==> src/rtl/traffic_phase_timer.sv <==
// Four-phase traffic-light sequencer with per-phase tick countdown and BCD digits for a 2-digit display.
// Optional night flashing-yellow mode when TL_NIGHT_FLASH_EN is defined.
module traffic_phase_timer #(
  parameter int CLK_DIV = 50,
  parameter int T_NS_G  = 30,
  parameter int T_NS_Y  = 5,
  parameter int T_EW_G  = 15,
  parameter int T_EW_Y  = 5,
  parameter int CNT_W   = 7
) (
  input  logic             clk,
  input  logic             rst_n,
  input  logic             en,
`ifdef TL_NIGHT_FLASH_EN
  input  logic             night,
`endif
  output logic [1:0]       phase,
  output logic [2:0]       ns_lamp,
  output logic [2:0]       ew_lamp,
  output logic [CNT_W-1:0] cnt,
  output logic [3:0]       cnt_tens,
  output logic [3:0]       cnt_ones,
  output logic             phase_start
);

  localparam int PRESC_W = (CLK_DIV > 2) ? $clog2(CLK_DIV) : 1;
  localparam logic [PRESC_W-1:0] PRESC_MAX = PRESC_W'(CLK_DIV - 1);

  localparam logic [CNT_W-1:0] LD_NS_G = CNT_W'(T_NS_G - 1);
  localparam logic [CNT_W-1:0] LD_NS_Y = CNT_W'(T_NS_Y - 1);
  localparam logic [CNT_W-1:0] LD_EW_G = CNT_W'(T_EW_G - 1);
  localparam logic [CNT_W-1:0] LD_EW_Y = CNT_W'(T_EW_Y - 1);

  // Lamp encoding is {R,Y,G}.
  localparam logic [2:0] LAMP_R = 3'b100;
  localparam logic [2:0] LAMP_Y = 3'b010;
  localparam logic [2:0] LAMP_G = 3'b001;

  function automatic bit t_ok(input int t);
    return (t >= 1) && (t <= 99) && (t < (1 << CNT_W));
  endfunction

  if (CLK_DIV < 2) begin : g_bad_clk_div
    $error("traffic_phase_timer: CLK_DIV must be >= 2");
  end
  if (!t_ok(T_NS_G) || !t_ok(T_NS_Y) || !t_ok(T_EW_G) || !t_ok(T_EW_Y)) begin : g_bad_t
    $error("traffic_phase_timer: every T_* must be 1..99 and < 2**CNT_W");
  end

  typedef enum logic [1:0] {
    NS_G = 2'd0,
    NS_Y = 2'd1,
    EW_G = 2'd2,
    EW_Y = 2'd3
  } phase_e;

  phase_e               phase_q, phase_d;
  logic [PRESC_W-1:0]   presc_q, presc_d;
  logic [CNT_W-1:0]     cnt_q, cnt_d;
  logic [2:0]           ns_lamp_q, ns_lamp_d;
  logic [2:0]           ew_lamp_q, ew_lamp_d;
  logic                 phase_start_q, phase_start_d;
  logic                 tick;
`ifdef TL_NIGHT_FLASH_EN
  logic                 flash_q, flash_d;
  logic                 flash_on_q, flash_on_d;
`endif

  function automatic phase_e succ(input phase_e p);
    case (p)
      NS_G:    return NS_Y;
      NS_Y:    return EW_G;
      EW_G:    return EW_Y;
      default: return NS_G;
    endcase
  endfunction

  function automatic logic [CNT_W-1:0] load_of(input phase_e p);
    case (p)
      NS_G:    return LD_NS_G;
      NS_Y:    return LD_NS_Y;
      EW_G:    return LD_EW_G;
      default: return LD_EW_Y;
    endcase
  endfunction

  // Exactly one direction is ever non-red, because both lamps come from a single phase value.
  function automatic logic [5:0] lamps_of(input phase_e p);
    case (p)
      NS_G:    return {LAMP_G, LAMP_R};
      NS_Y:    return {LAMP_Y, LAMP_R};
      EW_G:    return {LAMP_R, LAMP_G};
      default: return {LAMP_R, LAMP_Y};
    endcase
  endfunction

  assign tick = en && (presc_q == PRESC_MAX);

  always_ff @(posedge clk or negedge rst_n) begin
    if (!rst_n) begin
      phase_q       <= NS_G;
      presc_q       <= '0;
      cnt_q         <= LD_NS_G;
      ns_lamp_q     <= LAMP_G;
      ew_lamp_q     <= LAMP_R;
      phase_start_q <= 1'b0;
`ifdef TL_NIGHT_FLASH_EN
      flash_q       <= 1'b0;
      flash_on_q    <= 1'b0;
`endif
    end else begin
      phase_q       <= phase_d;
      presc_q       <= presc_d;
      cnt_q         <= cnt_d;
      ns_lamp_q     <= ns_lamp_d;
      ew_lamp_q     <= ew_lamp_d;
      phase_start_q <= phase_start_d;
`ifdef TL_NIGHT_FLASH_EN
      flash_q       <= flash_d;
      flash_on_q    <= flash_on_d;
`endif
    end
  end

  always_comb begin
    phase_d       = phase_q;
    presc_d       = presc_q;
    cnt_d         = cnt_q;
    phase_start_d = 1'b0;

    if (en) begin
      presc_d = tick ? '0 : presc_q + PRESC_W'(1);
    end

    if (tick) begin
      if (cnt_q != '0) begin
        cnt_d = cnt_q - CNT_W'(1);
      end else begin
        phase_d       = succ(phase_q);
        cnt_d         = load_of(succ(phase_q));
        phase_start_d = 1'b1;
      end
    end

`ifdef TL_NIGHT_FLASH_EN
    flash_d    = flash_q;
    flash_on_d = flash_on_q;
    // Night mode overrides any phase advance decided above in the same cycle.
    if (night) begin
      phase_d       = NS_Y;
      cnt_d         = '0;
      phase_start_d = 1'b0;
      if (!flash_q) begin
        flash_d    = 1'b1;
        flash_on_d = 1'b1;
        presc_d    = '0;
      end else if (tick) begin
        flash_on_d = !flash_on_q;
      end
    end else if (flash_q) begin
      flash_d       = 1'b0;
      flash_on_d    = 1'b0;
      phase_d       = NS_G;
      cnt_d         = LD_NS_G;
      presc_d       = '0;
      phase_start_d = 1'b1;
    end
`endif
  end

  always_comb begin
    {ns_lamp_d, ew_lamp_d} = lamps_of(phase_d);
`ifdef TL_NIGHT_FLASH_EN
    if (flash_d) begin
      ns_lamp_d = flash_on_d ? LAMP_Y : 3'b000;
      ew_lamp_d = flash_on_d ? LAMP_Y : 3'b000;
    end
`endif
  end

  // cnt never exceeds 98, so a compare chain for the tens digit is enough.
  always_comb begin
    cnt_tens = 4'd0;
    for (int i = 1; i < 10; i++) begin
      if (int'(cnt_q) >= i * 10) cnt_tens = 4'(i);
    end
    cnt_ones = 4'(int'(cnt_q) - int'(cnt_tens) * 10);
  end

  assign phase       = phase_q;
  assign cnt         = cnt_q;
  assign ns_lamp     = ns_lamp_q;
  assign ew_lamp     = ew_lamp_q;
  assign phase_start = phase_start_q;

endmodule

==> config.mk <==
export PLATFORM = sky130hd
export DESIGN_NAME = traffic_phase_timer
export DESIGN_NICKNAME = d
export VERILOG_FILES = /design/src/rtl/traffic_phase_timer.sv
export SDC_FILE = /design/constraint.sdc
export NUM_CORES = 1
export LEC_CHECK = 0
export CAP_MARGIN = 20
export CORE_MARGIN = 5
export CORE_UTILIZATION = 46
export CTS_BUF_LIST = sky130_fd_sc_hd__clkbuf_4 sky130_fd_sc_hd__clkbuf_8 sky130_fd_sc_hd__clkbuf_16
export CTS_CLUSTER_SIZE = 24
export DETAILED_ROUTE_END_ITERATION = 10
export PLACE_DENSITY_LB_ADDON = 0.2
export SETUP_SLACK_MARGIN = 0.1
export SLEW_MARGIN = 0
export SYNTH_ARGS = -nofsm -noshare
export SYNTH_HDL_FRONTEND = slang
export SYNTH_SLANG_ARGS = --single-unit
==> constraint.sdc <==
create_clock -name clk -period 2.4 [get_ports clk]
set_input_delay 0.24 -clock clk [delete_from_list [all_inputs] [get_ports clk]]
set_output_delay 0.24 -clock clk [all_outputs]
set_load 0.02 [all_outputs]
==> results of run 1 <==
==> power groups by stage <==
stage                     Sequential [mW]  Clock [mW]  Combinational, mW
after floorplan                     0.523           0              0.191
after global placement              0.512           0              0.313
after detailed placement            0.518           0              0.328
after CTS                           0.511       0.297              0.340
after global routing                0.523       0.314              0.375
final                               0.512       0.286              0.336
==> state kept, by name (all words and copies together), names as in the netlist <==
register and cells:
ew_lamp 3, phase_start 1, phase 2, presc_q 6, ns_lamp 3, cnt 7
==> routing by layer <==
metal / global-route usage (%) / vias up
met5: 0 / -
met4: 9.09 / 0
met3: 2.98 / 9
met2: 31.1 / 25
met1: 20.0 / 565
li1: - / 606
==> worst max path at each step <==
| stage | startpoint | to | depth (start not counted) |
|---|---|---|---|
| 3_3_place_gp | cnt[0] | cnt_ones[3] | 11 |
| 2_1_floorplan | cnt[0] | cnt_ones[3] | 10 |
| 5_1_grt | cnt[0] | cnt_ones[3] | 11 |
| 4_1_cts | cnt[0] | cnt_ones[3] | 11 |
| 6_report | cnt[0] | cnt_ones[3] | 11 |
| 3_5_place_dp | cnt[0] | cnt_ones[3] | 11 |
==> through the flow <==
| stage | hold WS [ns] | util [%] | power [mW] | cell area [µm²] |
|---|---|---|---|---|
| 6_report | 0.238 | 71.2 | 1.13 | 1960 |
| 4_1_cts | 0.233 | 70.7 | 1.15 | 1950 |
| 5_1_grt | 0.246 | 71.2 | 1.21 | 1960 |
| 3_5_place_dp | 0.548 | 67.5 | 0.846 | 1860 |
| 2_1_floorplan | -0.0556 | - | 0.714 | 1380 |
| 3_3_place_gp | 0.534 | 67.5 | 0.825 | 1860 |
==> cells by family after synthesis <==
group	share of synthesized area (%)
DFF	42.0
and+or+nand+nor	19.2
AOI/OAI and AO/OA	17.9
adders and majority gates	9.97
muxes	0.847
buffers and inverters	6.21
xor gates and xnor gates	3.95
==> worst register-to-register path, cell delays in order (launching register included) <==
cell and delay, ns:
dfrtp_1 0.50, buf_4 0.17, inv_1 0.05, buf_4 0.15, ha_1 0.22, and3_1 0.20, nand2_2 0.17, inv_2 0.10
a221o_1 0.30
==> layout make-up <==
cell class                      instances  area share [%]
Tap cell                               31            1.97
Clock buffer                            3            1.15
Sequential cell                        22            28.4
Clock inverter                          1            1.53
Multi-Input combinational cell        101            39.6
Inverter                               12            2.29
Timing Repair Buffer                   58            25.0
==> cells in the final DEF, fill, tap and decap left out, drive strengths merged, types with 2 or more instances in the layout <==
cell type / instances
buf: 36
clkdlybuf4s50: 20
dfrtp: 16
nand2: 15
o21ai: 14
inv: 12
nand3: 9
ha: 9
nor2: 7
a21oi: 7
dfstp: 6
nor3: 5
clkbuf: 4
or3: 3
nand4: 3
o31ai: 3
xnor2: 3
xor2: 3
a21o: 2
o22ai: 2
==> what timing repair did <==
item | in CTS | in global routing
buffers inserted | 2 | 1
gates resized for setup | 29 | 4
pin swaps | 2 | 1
endpoints found under the setup margin | 6 | 5
hold endpoints to repair | 0 | 0
==> results.txt, run 1 <==
- The initial utilization of the core area, before any placement, comes to 48.2%.
* X dimension of the die: 63.8 µm
- PwrDens: 577 nW/µm²
- For the worst flop-to-flop path, the logic depth is 8.
- Floorplan die area: 4070 µm²
- Critical Path Most Common Cell: ha_4
- Clock tree from TritonCTS: yes
- Routed wire length per instance: 14.0 µm
- Clock latency on the worst-skew pair: 0.32 ns
* Sequential share of power: 45.1%
* Kind of cell with the highest combined delay on the critical path: adder cells
* Net switching power: 361 µW
- Number of synthesized flops with an enable pin: 0
- Most numerous cell in the Yosys netlist: dfrtp_1
- Filler Cell Count: 222
- Register area: 558 µm²
* Largest net degree at the start of global routing: 23
* Clock root buffer master: clkbuf_4
- DP Worst Slack: -0.656 ns
- Static timing analysis puts the maximum clock frequency at 342 MHz.
- From synthesis to final layout, the design area changed by 47.7%.
- Met1 layer wirelength in the final routing: 1.31 mm
- Setup repair after global routing could not meet its margin everywhere.
- The detailed router placed 1,205 vias in this run.
- dfrtp_1 takes more of the synthesized area than any other cell.
* GRT Util Overall: 17.5%
- Final total negative setup slack: -0.912 ns
- The number of nets handed over by synthesis was 155.
* Kind of path behind the tightest hold check: in -> async
* Seq cells post-synth: 22
- Combinational share of power: 29.7%
- Global-route wire length before repair: 5.77 mm
- For this block, the initial DRC count from the detailed router was 47.
* Drt pass-1 iters: 4
- CP Buf/Inv Count: 2
- Post-DRT Antenna Nets: 0
* # clock sinks: 22
- Share of synthesized flip-flops with an asynchronous set or reset: 100%
* Largest stage delay on the critical path: 0.56 ns
- Synth top area share: 30.1%
- Critical path endpoint category: primary output
- Cells taking the most area after synthesis: dfrtp_1 30%, dfstp_2 12%, ha_1 8.5%
- The via count of the first global-routing pass was 1,293.
- Violated checks: setup timing
* Peak ir drop on the vdd network: 576 µV
- Count of endpoints failing hold in the final timing report: 0
- The endpoint identified for the worst register-to-register timing path is cnt[0].
- Top-level port count: 27
- After synthesis, the mean cell area works out to 9.37 µm².
- Minimum setup slack among reg-to-reg paths: 0.48 ns
* Worst slew margin relative to its limit: 69.8%
* Multi-input gate area: 778 µm²
* Arrival time of the worst setup path: 2.68 ns
- After global routing the overflow that remains totals 0.
* Net switching share of the total power: 31.8%
* Area of the placeable core: 2760 µm²
- Share of final-layout standard cells stronger than drive strength 1: 33.5%
- In the post-route analysis, the smallest setup slack over all paths is -0.523 ns.
- Synthesized cell area: 1330 µm²
- Post-synth cell types: 39
- Antenna violations before repair: 0
- At the pin with the least slew margin, the transition time is 0.450 ns.
* Leakage power of the design: 0.892 nW
- Routability-driven placement finished with a final weighted congestion of 0.833.
- Final setup violation count: 3
* Post-layout instance count excluding filler cells: 228
- In the routed design, unresolved DRC markers number 0.
- Buffers inserted during clock tree synthesis total 3.
* Post-layout net count: 211
- Detailed-placement wirelength estimate: 2.45 mm
* Highest Signal Layer: met4
* Total length of routed met2 wires: 1.64 mm
- The startpoint identified for the worst register-to-register timing path is cnt[1].
* Count of synthesis-stage warnings from yosys: 0
- Total Routed Length: 3.19 mm
- The slowest stage of the critical path belongs to the cell dfstp_2.
- Across the routed clock network, the largest skew measured is 0.00818 ns.
- Y dimension of the die: 63.8 µm
- Clock transition at the registers of the reported paths: 0.12 ns
- Required @ worst endpoint: 2.16 ns
- The critical path in this run is classified as reg -> out.
- Amount of wire on met3 after detailed routing: 130 µm
- Row Count: 19
- In the routed layout, each cell is associated on average with a via count of 5.29.
- The critical path goes through inv_2, ha_4, o31ai_4, a2111oi_4, a21oi_2, nand3_2, ha_4, fa_2, xor2_4, xnor2_2, buf_4.
- Number of antenna diodes: 0
* CTS H-Tree Depth: 1
* Number of placed instances, taps included: 221
* Sequential share of the synthesized area: 42.0%
- P_int: 773 µW
- Run status: finished, violations left
- For this run, the leading register cell type out of synthesis is dfrtp_1.
- Portion of total power attributed to the clock network: 25.2%
* Number of instances in the synthesized netlist: 142
* CTS Hold Bufs: 0
- The max-slew violation total from the final report came to 0.
* Maximum Capacitance Violations: 0
- Final worst path period share: 122%
- Counting along the longest clock path gives a buffer depth of 2.
* Critical-path maximum fanout: 2
- After layout, the minimum clock period comes to 2.92 ns.
* Leading cell types by count after synthesis: 16 x dfrtp_1, 13 x nand2_1, 12 x o21ai_0
* Port bufs: 26
* Crit path launch type: flop
No activity file was read; power rests on OpenSTA's default activity.
==> inputs of run 2 (changes only) <==
--- a/config.mk
+++ b/config.mk
@@ -9,7 +9,7 @@
 export CORE_MARGIN = 5
 export CORE_UTILIZATION = 46
 export CTS_BUF_LIST = sky130_fd_sc_hd__clkbuf_4 sky130_fd_sc_hd__clkbuf_8 sky130_fd_sc_hd__clkbuf_16
-export CTS_CLUSTER_SIZE = 24
+export CTS_CLUSTER_SIZE = 30
 export DETAILED_ROUTE_END_ITERATION = 10
 export PLACE_DENSITY_LB_ADDON = 0.2
 export SETUP_SLACK_MARGIN = 0.1
==> results of run 2 <==
The final DEF is identical to that of run 1; final timing and power are the same.
